==> src/rtl/matmul_seq_ctrl_if.sv <==
// ---------------------------------------------------------------------------
// matmul_seq_ctrl_if
//   Groups the start/busy/done handshake, the RAM A/B/C address and strobe
//   signals and the cycle counter readout for the matrix-multiply sequencer.
//
//   Parameters
//     AW : RAM address width
//     CW : cycle counter width
//
//   Signals
//     start        request a run (level, sampled only in IDLE or DONE)
//     busy         run in progress
//     done         run finished, held until next accepted start or reset
//     addr_a       RAM A read address
//     addr_b       RAM B read address
//     mac_clr      clear MAC accumulator
//     mac_en       MAC accumulate enable, aligned with RAM read data
//     addr_c       RAM C write address, valid while c_we=1
//     c_we         RAM C write strobe
//     clock_count  busy-cycle count of the last/current run
//
//   Modports
//     master : the sequencer (drives everything except start)
//     slave  : the requester / datapath side (drives start)
// ---------------------------------------------------------------------------
interface matmul_seq_ctrl_if #(
    parameter int AW = 8,
    parameter int CW = 11
);
    logic          start;
    logic          busy;
    logic          done;
    logic [AW-1:0] addr_a;
    logic [AW-1:0] addr_b;
    logic          mac_clr;
    logic          mac_en;
    logic [AW-1:0] addr_c;
    logic          c_we;
    logic [CW-1:0] clock_count;

    modport master (
        input  start,
        output busy, done, addr_a, addr_b, mac_clr, mac_en, addr_c, c_we, clock_count
    );

    modport slave (
        output start,
        input  busy, done, addr_a, addr_b, mac_clr, mac_en, addr_c, c_we, clock_count
    );
endinterface

==> src/rtl/matmul_seq_ctrl.sv <==
// ---------------------------------------------------------------------------
// matmul_seq_ctrl
//   Sequencer for the matrix-multiply datapath (RAM A, RAM B, MAC, RAM C).
//   For every output element C[i][j] it clears the MAC, issues N reads
//   A[i][k] / B[k][j], waits out the RAM read latency, then writes C.
//   Elements are produced row-major (j fastest).
//
//   Parameters
//     N      : matrix dimension (NxN), 2..16
//     AW     : RAM address width, N*N <= 2**AW
//     RD_LAT : RAM read latency in cycles, 1..3
//     CW     : cycle counter width
//
//   Ports
//     clk    : system clock, rising edge
//     reset  : synchronous, active-high
//     bus    : handshake, RAM addresses/strobes, MAC controls, cycle count
//
//   Per element: CLEAR(1) + ACCUM(N) + DRAIN(RD_LAT) + WRITE(1) cycles.
//
//   state  | meaning
//   -------+-------------------------------------------------------------
//   IDLE   | after reset, waiting for start
//   CLEAR  | mac_clr asserted for the element about to be computed
//   ACCUM  | issuing A/B reads, k = 0..N-1
//   DRAIN  | waiting RD_LAT cycles for the last read data to reach the MAC
//   WRITE  | c_we asserted, addr_c = i*N+j; advance j / i
//   DONE   | run complete, done held, waiting for start
// ---------------------------------------------------------------------------
module matmul_seq_ctrl #(
    parameter int N      = 8,
    parameter int AW     = 8,
    parameter int RD_LAT = 1,
    parameter int CW     = 11
) (
    input  logic               clk,
    input  logic               reset,
    matmul_seq_ctrl_if.master  bus
);

    localparam int             CTW        = $clog2(N) + 1;
    localparam logic [CTW-1:0] N_LAST     = CTW'(N - 1);
    localparam logic [1:0]     DRAIN_LAST = 2'(RD_LAT - 1);
    localparam logic [CW-1:0]  CC_MAX     = {CW{1'b1}};

    typedef enum logic [2:0] {
        S_IDLE,
        S_CLEAR,
        S_ACCUM,
        S_DRAIN,
        S_WRITE,
        S_DONE
    } state_t;

    state_t            state;
    logic [CTW-1:0]    i_cnt;
    logic [CTW-1:0]    j_cnt;
    logic [CTW-1:0]    k_cnt;
    logic [1:0]        drain_cnt;
    logic [RD_LAT-1:0] en_dly;
    logic [CW-1:0]     cyc_cnt;
    logic              busy_r;
    logic              done_r;
    logic              mac_clr_r;
    logic              c_we_r;
    logic [AW-1:0]     addr_a_r;
    logic [AW-1:0]     addr_b_r;
    logic [AW-1:0]     addr_c_r;

    // Row-major linear address row*N+col, truncated to the RAM width.
    function automatic logic [AW-1:0] lin(input logic [CTW-1:0] row,
                                          input logic [CTW-1:0] col);
        return AW'(32'(row) * 32'(N) + 32'(col));
    endfunction

    always_ff @(posedge clk) begin
        if (reset) begin
            state     <= S_IDLE;
            i_cnt     <= '0;
            j_cnt     <= '0;
            k_cnt     <= '0;
            drain_cnt <= '0;
            en_dly    <= '0;
            cyc_cnt   <= '0;
            busy_r    <= 1'b0;
            done_r    <= 1'b0;
            mac_clr_r <= 1'b0;
            c_we_r    <= 1'b0;
            addr_a_r  <= '0;
            addr_b_r  <= '0;
            addr_c_r  <= '0;
        end else begin
            // Read data for an address issued in ACCUM reaches the MAC RD_LAT
            // cycles later; the line shifts in every state so it is always
            // empty by the time the next CLEAR comes round.
            en_dly[0] <= (state == S_ACCUM);
            for (int n = 1; n < RD_LAT; n++) begin
                en_dly[n] <= en_dly[n-1];
            end

            if (busy_r && (cyc_cnt != CC_MAX)) begin
                cyc_cnt <= cyc_cnt + 1'b1;
            end

            mac_clr_r <= 1'b0;
            c_we_r    <= 1'b0;

            case (state)
                S_IDLE, S_DONE: begin
                    if (bus.start) begin
                        state     <= S_CLEAR;
                        i_cnt     <= '0;
                        j_cnt     <= '0;
                        k_cnt     <= '0;
                        cyc_cnt   <= '0;
                        done_r    <= 1'b0;
                        busy_r    <= 1'b1;
                        mac_clr_r <= 1'b1;
                    end
                end

                S_CLEAR: begin
                    state    <= S_ACCUM;
                    k_cnt    <= '0;
                    addr_a_r <= lin(i_cnt, '0);
                    addr_b_r <= lin('0, j_cnt);
                end

                S_ACCUM: begin
                    if (k_cnt == N_LAST) begin
                        // addresses hold their last value through DRAIN
                        state     <= S_DRAIN;
                        drain_cnt <= '0;
                    end else begin
                        k_cnt    <= k_cnt + 1'b1;
                        addr_a_r <= lin(i_cnt, k_cnt + 1'b1);
                        addr_b_r <= lin(k_cnt + 1'b1, j_cnt);
                    end
                end

                S_DRAIN: begin
                    if (drain_cnt == DRAIN_LAST) begin
                        state    <= S_WRITE;
                        c_we_r   <= 1'b1;
                        addr_c_r <= lin(i_cnt, j_cnt);
                    end else begin
                        drain_cnt <= drain_cnt + 1'b1;
                    end
                end

                S_WRITE: begin
                    if ((i_cnt == N_LAST) && (j_cnt == N_LAST)) begin
                        state  <= S_DONE;
                        done_r <= 1'b1;
                        busy_r <= 1'b0;
                    end else begin
                        state     <= S_CLEAR;
                        mac_clr_r <= 1'b1;
                        if (j_cnt == N_LAST) begin
                            j_cnt <= '0;
                            i_cnt <= i_cnt + 1'b1;
                        end else begin
                            j_cnt <= j_cnt + 1'b1;
                        end
                    end
                end

                default: begin
                    state <= S_IDLE;
                end
            endcase
        end
    end

    assign bus.busy        = busy_r;
    assign bus.done        = done_r;
    assign bus.addr_a      = addr_a_r;
    assign bus.addr_b      = addr_b_r;
    assign bus.mac_clr     = mac_clr_r;
    assign bus.mac_en      = en_dly[RD_LAT-1];
    assign bus.addr_c      = addr_c_r;
    assign bus.c_we        = c_we_r;
    assign bus.clock_count = cyc_cnt;

endmodule

==> src/flat_wrapper.sv <==
// flat-port wrapper written by rule: the top's interface ports become plain ports
module matmul_seq_ctrl_flat 
#(
    parameter int N      = 8,
    parameter int AW     = 8,
    parameter int RD_LAT = 1,
    parameter int CW     = 11
)
  (clk, reset, bus_start, bus_busy, bus_done, bus_addr_a, bus_addr_b, bus_mac_clr, bus_mac_en, bus_addr_c, bus_c_we, bus_clock_count);
  matmul_seq_ctrl_if #(.AW(AW), .CW(CW)) bus_i ();
  input  logic clk;
  input  logic reset;
  input wire logic [$bits(bus_i.start)-1:0] bus_start;
  output wire logic [$bits(bus_i.busy)-1:0] bus_busy;
  output wire logic [$bits(bus_i.done)-1:0] bus_done;
  output wire logic [$bits(bus_i.addr_a)-1:0] bus_addr_a;
  output wire logic [$bits(bus_i.addr_b)-1:0] bus_addr_b;
  output wire logic [$bits(bus_i.mac_clr)-1:0] bus_mac_clr;
  output wire logic [$bits(bus_i.mac_en)-1:0] bus_mac_en;
  output wire logic [$bits(bus_i.addr_c)-1:0] bus_addr_c;
  output wire logic [$bits(bus_i.c_we)-1:0] bus_c_we;
  output wire logic [$bits(bus_i.clock_count)-1:0] bus_clock_count;
  assign bus_i.start = bus_start;
  assign bus_busy = bus_i.busy;
  assign bus_done = bus_i.done;
  assign bus_addr_a = bus_i.addr_a;
  assign bus_addr_b = bus_i.addr_b;
  assign bus_mac_clr = bus_i.mac_clr;
  assign bus_mac_en = bus_i.mac_en;
  assign bus_addr_c = bus_i.addr_c;
  assign bus_c_we = bus_i.c_we;
  assign bus_clock_count = bus_i.clock_count;
  matmul_seq_ctrl #(.N(N), .AW(AW), .RD_LAT(RD_LAT), .CW(CW)) u_core (.clk(clk), .reset(reset), .bus(bus_i));
endmodule
==> config.mk <==
export PLATFORM = sky130hd
export DESIGN_NAME = matmul_seq_ctrl_flat
export DESIGN_NICKNAME = d
export VERILOG_FILES = /design/src/rtl/matmul_seq_ctrl_if.sv /design/src/rtl/matmul_seq_ctrl.sv /design/src/flat_wrapper.sv
export SDC_FILE = /design/constraint.sdc
export NUM_CORES = 1
export LEC_CHECK = 0
export BUFFER_PORTS_ARGS = -buffer_cell sky130_fd_sc_hd__buf_4
export CAP_MARGIN = 20
export CORE_MARGIN = 1.5
export CORE_UTILIZATION = 55
export DETAILED_ROUTE_END_ITERATION = 16
export GPL_TIMING_DRIVEN = 0
export HOLD_SLACK_MARGIN = 0.05
export PLACE_DENSITY = 0.78
export RECOVER_POWER = 50
export SETUP_SLACK_MARGIN = 0.3
export SLEW_MARGIN = 20
export SYNTH_ARGS = -nofsm -noshare
export SYNTH_HDL_FRONTEND = slang
export SYNTH_SLANG_ARGS = --single-unit
==> constraint.sdc <==
create_clock -name clk -period 2.09 [get_ports clk]
set_input_delay 0.418 -clock clk [delete_from_list [all_inputs] [get_ports clk]]
set_output_delay 0.418 -clock clk [all_outputs]
set_load 0.05 [all_outputs]
# Word-level counts from Yosys, hierarchy flattened
# Index checks and enable logic that the tools add are counted.
# word_totals
register_bits	57
word_cells	92
# classes
add_sub_neg	8
n_eq_ne	17
muxes	34
bitwise	1
n_reduce_logical	18
# ops
cell	n
11-bit 2-to-1 mux	3
8-bit one-hot mux with 2 select lines	2
7-bit by 4-bit adder with 8-bit output	3
4-bit 2-to-1 mux	6
8-bit 2-to-1 mux	2
4-bit one-hot mux with 2 select lines	2
3-bit one-hot mux with 5 select lines	1
3-bit AND reduction	5
4-bit by 1-bit adder with 4-bit output (second input constant)	3
4-bit by 3-bit == test with 1-bit output (second input constant)	3
3-bit 2-to-1 mux	4
4-bit one-hot mux with 3 select lines	1
11-bit by 1-bit adder with 11-bit output (second input constant)	1
11-bit inequality test (second input constant)	1
2-bit inequality test (second input constant)	5
1-bit 2-to-1 mux	7
3-bit by 2-bit == test with 1-bit output (second input constant)	2
3-bit == test (second input constant)	2
2-bit by 1-bit inequality test with 1-bit output (second input constant)	3
1-bit one-hot mux with 2 select lines	3
2-bit nonzero test	3
2-bit 2-to-1 mux	2
2-bit one-hot mux with 2 select lines	1
2-bit AND reduction	2
other kinds (9)	11

# Longest topological paths before layout
# depth
ltp_word	5
ltp_mapped	7
mapped_depth_nobuf	7

# Least setup slack after synthesis
# No wires, ideal clock.
# synth_path
kind	register -> register
start	reg u_core.cyc_cnt[0], in the netlist u_core.bus.clock_count[0]
end	reg u_core.cyc_cnt[5], in the netlist u_core.bus.clock_count[5]
setup_time_ps	122
arrival_ps	1748
required_time_ps	1968
setup_slack_ps	220
stages_incl_launch_ff	6
n_path_buf	0
synth_period_minus_slack_ps	1870
cell_sequence	dfxtp_1 -> ha_1 -> nand2_1 -> o311ai_1 -> or3_1 -> a21oi_1
# synth_between
elab_chain_len	5
# synth_rtl
element	line_no	rtl
start, declared	matmul_seq_ctrl.sv:61	logic [CW-1:0] cyc_cnt;
start signal, assigned	matmul_seq_ctrl.sv:102	cyc_cnt <= cyc_cnt + 1'b1;
branches (longest 2 deep; another with 11-bit by 1-bit adder with 11-bit output)	--	
11-bit 2-to-1 mux (*)	matmul_seq_ctrl.sv:101	if (busy_r && (cyc_cnt != CC_MAX)) begin
11-bit 2-to-1 mux	matmul_seq_ctrl.sv:110	if (bus.start) begin
11-bit 2-to-1 mux (*)	matmul_seq_ctrl.sv:108	case (state)
# Mark *: on every way between the ends.
# A chain may end at the register's enable or synchronous reset.

# Worst setup path in the final report
# layout_path
start	reg u_core.state[2]
end	reg u_core.j_cnt[0]
# layout_between
elab_chain_len	4
# layout_rtl
element	line_no	rtl
start, declared	matmul_seq_ctrl.sv:55	state_t state;
start signal, assigned	matmul_seq_ctrl.sv:78	state <= S_IDLE;
start signal, assigned	matmul_seq_ctrl.sv:111	state <= S_CLEAR;
start signal, assigned	matmul_seq_ctrl.sv:123	state <= S_ACCUM;
3-bit == test / 3-bit zero test (equally long branches)	matmul_seq_ctrl.sv:108	
2-bit OR reduction	matmul_seq_ctrl.sv:108	
2-bit inequality test (no source line) / 2-bit nonzero test (equally long branches)	--	
3-bit AND reduction (no source line)	--	
end signal, assigned	matmul_seq_ctrl.sv:163	j_cnt <= j_cnt + 1'b1;
end, declared	matmul_seq_ctrl.sv:57	logic [CTW-1:0] j_cnt;
# Parallel ways exist; a longest one is shown, timed or not.

==> summary.md <==
| Metric | Value |
|---|---|
| Clock Sinks | `57` |
| Final Cycle Share | `0.876` |
| Clock latency reported for the late side of the worst-skew pair | `0.34 ns` |
| Achievable Freq | `546 MHz` |
| Clock tree from TritonCTS | `built` |
| Unique masters post-synth | `52` |
| Boundary pin count | `43` |
| Number of synthesized register bits | `57` |
| Number of instances in the synthesized netlist | `318` |
| Area added between synthesis and finish | `21.8%` |
| Number of vias per cell | `5.81` |
| Worst Hold Class | `in -> reg` |
| Data arrival time of the worst path | `2.10 ns` |
| Fill cell count | `450` |
| Max-Slew Margin vs Limit | `0.595` |
| Final setup violating endpoints | `0` |
| Switching power of the nets | `926 uW` |
| Proportion of synthesized flip-flops having asynchronous set or reset | `0` |
| Clock edge transition at the registers on the reported setup and hold paths | `0.06 ns` |
| Warnings from Yosys | `0` |
| Setup clock skew after layout | `0.00867 ns` |
| MaxCap Viol Count | `0` |
| # rows | `25` |
| Core box area | `4750 sq um` |
| Leakage power summed over all cells | `1.17 nW` |
| Global-route wire length before repair | `10900 um` |
| Detailed-route wire length per cell | `15.4 um` |
| Fraction of layout cells with a size suffix above 1 | `0.161` |
| Number of flops mapped to enable cells by yosys | `0` |
| Synthesized netlist net count | `332` |
| Critical path destination | `u_core.j_cnt[0]` |
| Maximum count of clock buffers along a single path | `2` |
| Total number of nets in the final design | `395` |
| Overall routing resource usage | `0.267` |
| Count of final max-slew check failures | `0` |
| Critical-path maximum fanout | `10` |
| Worst voltage drop across the vdd grid | `0.433 mV` |
| Number of endpoints with negative hold slack in the final report | `0` |
| Logic pwr share | `0.227` |
| Count of unresolved DRC violations after routing | `0` |
| Cell Pwr Density | `839 nW/um^2` |
| Vias after detailed routing | `2628` |
| Seq/Total Area, Yosys | `0.419` |
| Critical Path End Type | `flip-flop` |
| Required time at the worst-slack endpoint | `2.35 ns` |
| Power share of the sequential group | `0.433` |
| Starting density of the core | `0.573` |
| Hpwl dp | `4560 um` |
| Netlist area before placement | `2730 sq um` |
| Slew at the pin closest to its max-slew limit | `0.603 ns` |
| Final worst path period need | `1.83 ns` |
| Total clock buffers created by CTS | `9` |
| Initial antenna violation count | `0` |
| R2r startpoint | `u_core.state[2]` |
| Count of antenna-violating nets left after detailed routing | `0` |
| Placed cell count | `427` |
| Chip height | `73.4 um` |
| Status | `finished, final reports clean` |
| Die Width | `73.4 um` |
| Max H-tree Level | `3` |
| R2R depth | `5` |
| Number of design-rule violations left by the first detailed-router iteration | `238` |
| Last weighted congestion value of the routability-driven placer | `0.878` |
| Detailed-route wire length | `6940 um` |
| Cts hold-fix bufs | `0` |
| Unrepaired setup endpoints after global routing | `yes` |
| Worst R2R End | `u_core.j_cnt[0]` |
| Overall die area | `5390 sq um` |
| Kind of critical path | `reg -> reg` |
| Total inserted antenna cells | `0` |
| Switching share of power | `0.332` |
| Predominant post-synthesis flop cell | `dfxtp_1` |
| Vias in the first global route | `2277` |
| First element of the critical path | `u_core.state[2]` |
| Overall overflow remaining after global route | `0` |
| Port Buffers | `42` |
| Pin count of the biggest net entering global routing | `11` |
| Final setup TNS | `0 ns` |
| Reg2Reg Setup Slack | `0.26 ns` |
| Post-Syn Area per Cell | `8.57 sq um` |
| Clock network fraction of design power | `0.340` |
| 1st-pass router iterations | `4` |
| Type of element launching the critical path | `flip-flop` |
| Clock Tree Root | `clkbuf_8` |
| Internal portion of total power | `1.86 mW` |
| Non-filler cells, final | `452` |
-- timing repair --
| item | 4_1_cts | 5_1_grt |
|---|---|---|
| gates resized for setup | 6 | 21 |
| endpoints found under the hold margin | 0 | 0 |
| endpoints found under the setup margin | 8 | 35 |
| setup buffers | 2 | 8 |
| pin swaps | 1 | 5 |
-- layer usage --
layer | part of all wire | routed length, um | GRT usage
met2 | 0.46 | 3200 | 0.388
met5 | 0 | 0 | 0
met4 | 0.013 | 92 | 0.136
met1 | 0.46 | 3190 | 0.366
met3 | 0.066 | 461 | 0.0658
-- power by group through the flow --
stage | clock, mW | sequential, mW | combinational [mW]
5_1_grt | 1.02 | 1.21 | 0.681
2_1_floorplan | 0 | 1.37 | 0.301
4_1_cts | 0.959 | 1.21 | 0.625
6_report | 0.947 | 1.20 | 0.632
3_3_place_gp | 0 | 1.23 | 0.609
3_5_place_dp | 0 | 1.23 | 0.618
-- placed cells by master, fill, tap and decap left out, types with 3 or more instances in the layout --
cell       n
a21o_1     4
or3_1      8
xor2_1     4
nor3_1     4
o21ai_0   22
a311oi_1   5
nand4_1    7
inv_1      7
buf_4     15
nand3b_1   4
dfxtp_2    6
clkbuf_8  12
nor2_1    17
o211ai_1   5
a21oi_1   40
dfxtp_4    3
nand2_1   27
xnor2_1    5
nand2b_1   3
buf_2      3
ha_1      10
mux2i_1    4
dfxtp_1   48
clkbuf_1  51
nand3_1   21
and3_1     5
-- logic make-up (layout without fill, tap and decap cells) --
kind of cell | count (synthesis) | after routing | synth area share
buffers and inverters | 26 | 93 | 0.0432
adders and majority gates | 11 | 11 | 0.0505
DFF | 57 | 57 | 0.419
xor gates and xnor gates | 10 | 10 | 0.0321
muxes | 4 | 4 | 0.0147
and+or+nand+nor | 117 | 117 | 0.240
AOI/OAI and AO/OA | 93 | 93 | 0.201
-- state kept, by name, indices dropped and copies added, names as in the netlist, 2 cells and up --
signal,flops
u_core.bus.clock_count,11
u_core.bus.addr_a,8
u_core.bus.addr_b,8
u_core.bus.addr_c,8
u_core.i_cnt,4
u_core.j_cnt,4
u_core.k_cnt,4
u_core.state,3
u_core.drain_cnt,2
-- worst min-delay path by stage --
stage / start / cells after the start / end / slack, ns
2_1_floorplan: u_core.drain_cnt[1] / 2 / u_core.drain_cnt[1] / 0.43
3_3_place_gp: u_core.bus.addr_c[7] / 2 / u_core.bus.addr_c[7] / 0.44
3_5_place_dp: u_core.bus.addr_c[4] / 2 / u_core.bus.addr_c[4] / 0.45
4_1_cts: reset / 2 / u_core.state[0] / 0.31
5_1_grt: reset / 2 / u_core.state[0] / 0.32
6_report: reset / 2 / u_core.state[0] / 0.32
-- cell usage after synthesis (all sizes together), types with 5 or more instances --
library cell	n	area, sq um
nor2	18	70.1
o21ai	23	115
inv	7	26.3
and3	5	31.3
dfxtp	57	1140
a21oi	42	210
ha	11	138
nand4	7	43.8
clkbuf	11	41.3
o211ai	5	37.5
nand2	27	101
buf	7	46.3
nand3	21	105
or3	9	61.3
a311oi	5	43.8
xnor2	6	52.6
-- critical path, stage by stage, from the launching register on --
cell     delay, ns
dfxtp_1       0.45
buf_6         0.18
nor3b_1       0.42
o21ai_0       0.34
a21o_1        0.24
a21oi_1       0.13
-- metrics by stage --
step | area [sq um] | hold slack, ns | total power [mW] | utilization | setup slack, ns
6_report | 3320 | 0.321 | 2.78 | 0.698 | 0.258
5_1_grt | 3320 | 0.316 | 2.91 | 0.698 | 0.155
4_1_cts | 3340 | 0.310 | 2.79 | 0.703 | 0.285
3_5_place_dp | 3130 | 0.447 | 1.84 | 0.658 | 0.174
3_3_place_gp | 3130 | 0.442 | 1.84 | 0.658 | 0.191
2_1_floorplan | 2730 | 0.432 | 1.67 | - | 0.312
-- layout make-up --
class | count | area (sq um) | share of cell area
clock inverters | 2 | 12.5 | 0.00377
clock buffers | 13 | 169 | 0.0509
repair buffers | 52 | 240 | 0.0724
multi-input cells | 235 | 1530 | 0.462
plain buffers | 18 | 91.3 | 0.0275
well taps | 67 | 83.8 | 0.0253
flip-flops and latches | 57 | 1160 | 0.349
inverters | 8 | 30.0 | 0.00905
(Power assumes the default switching activity.)
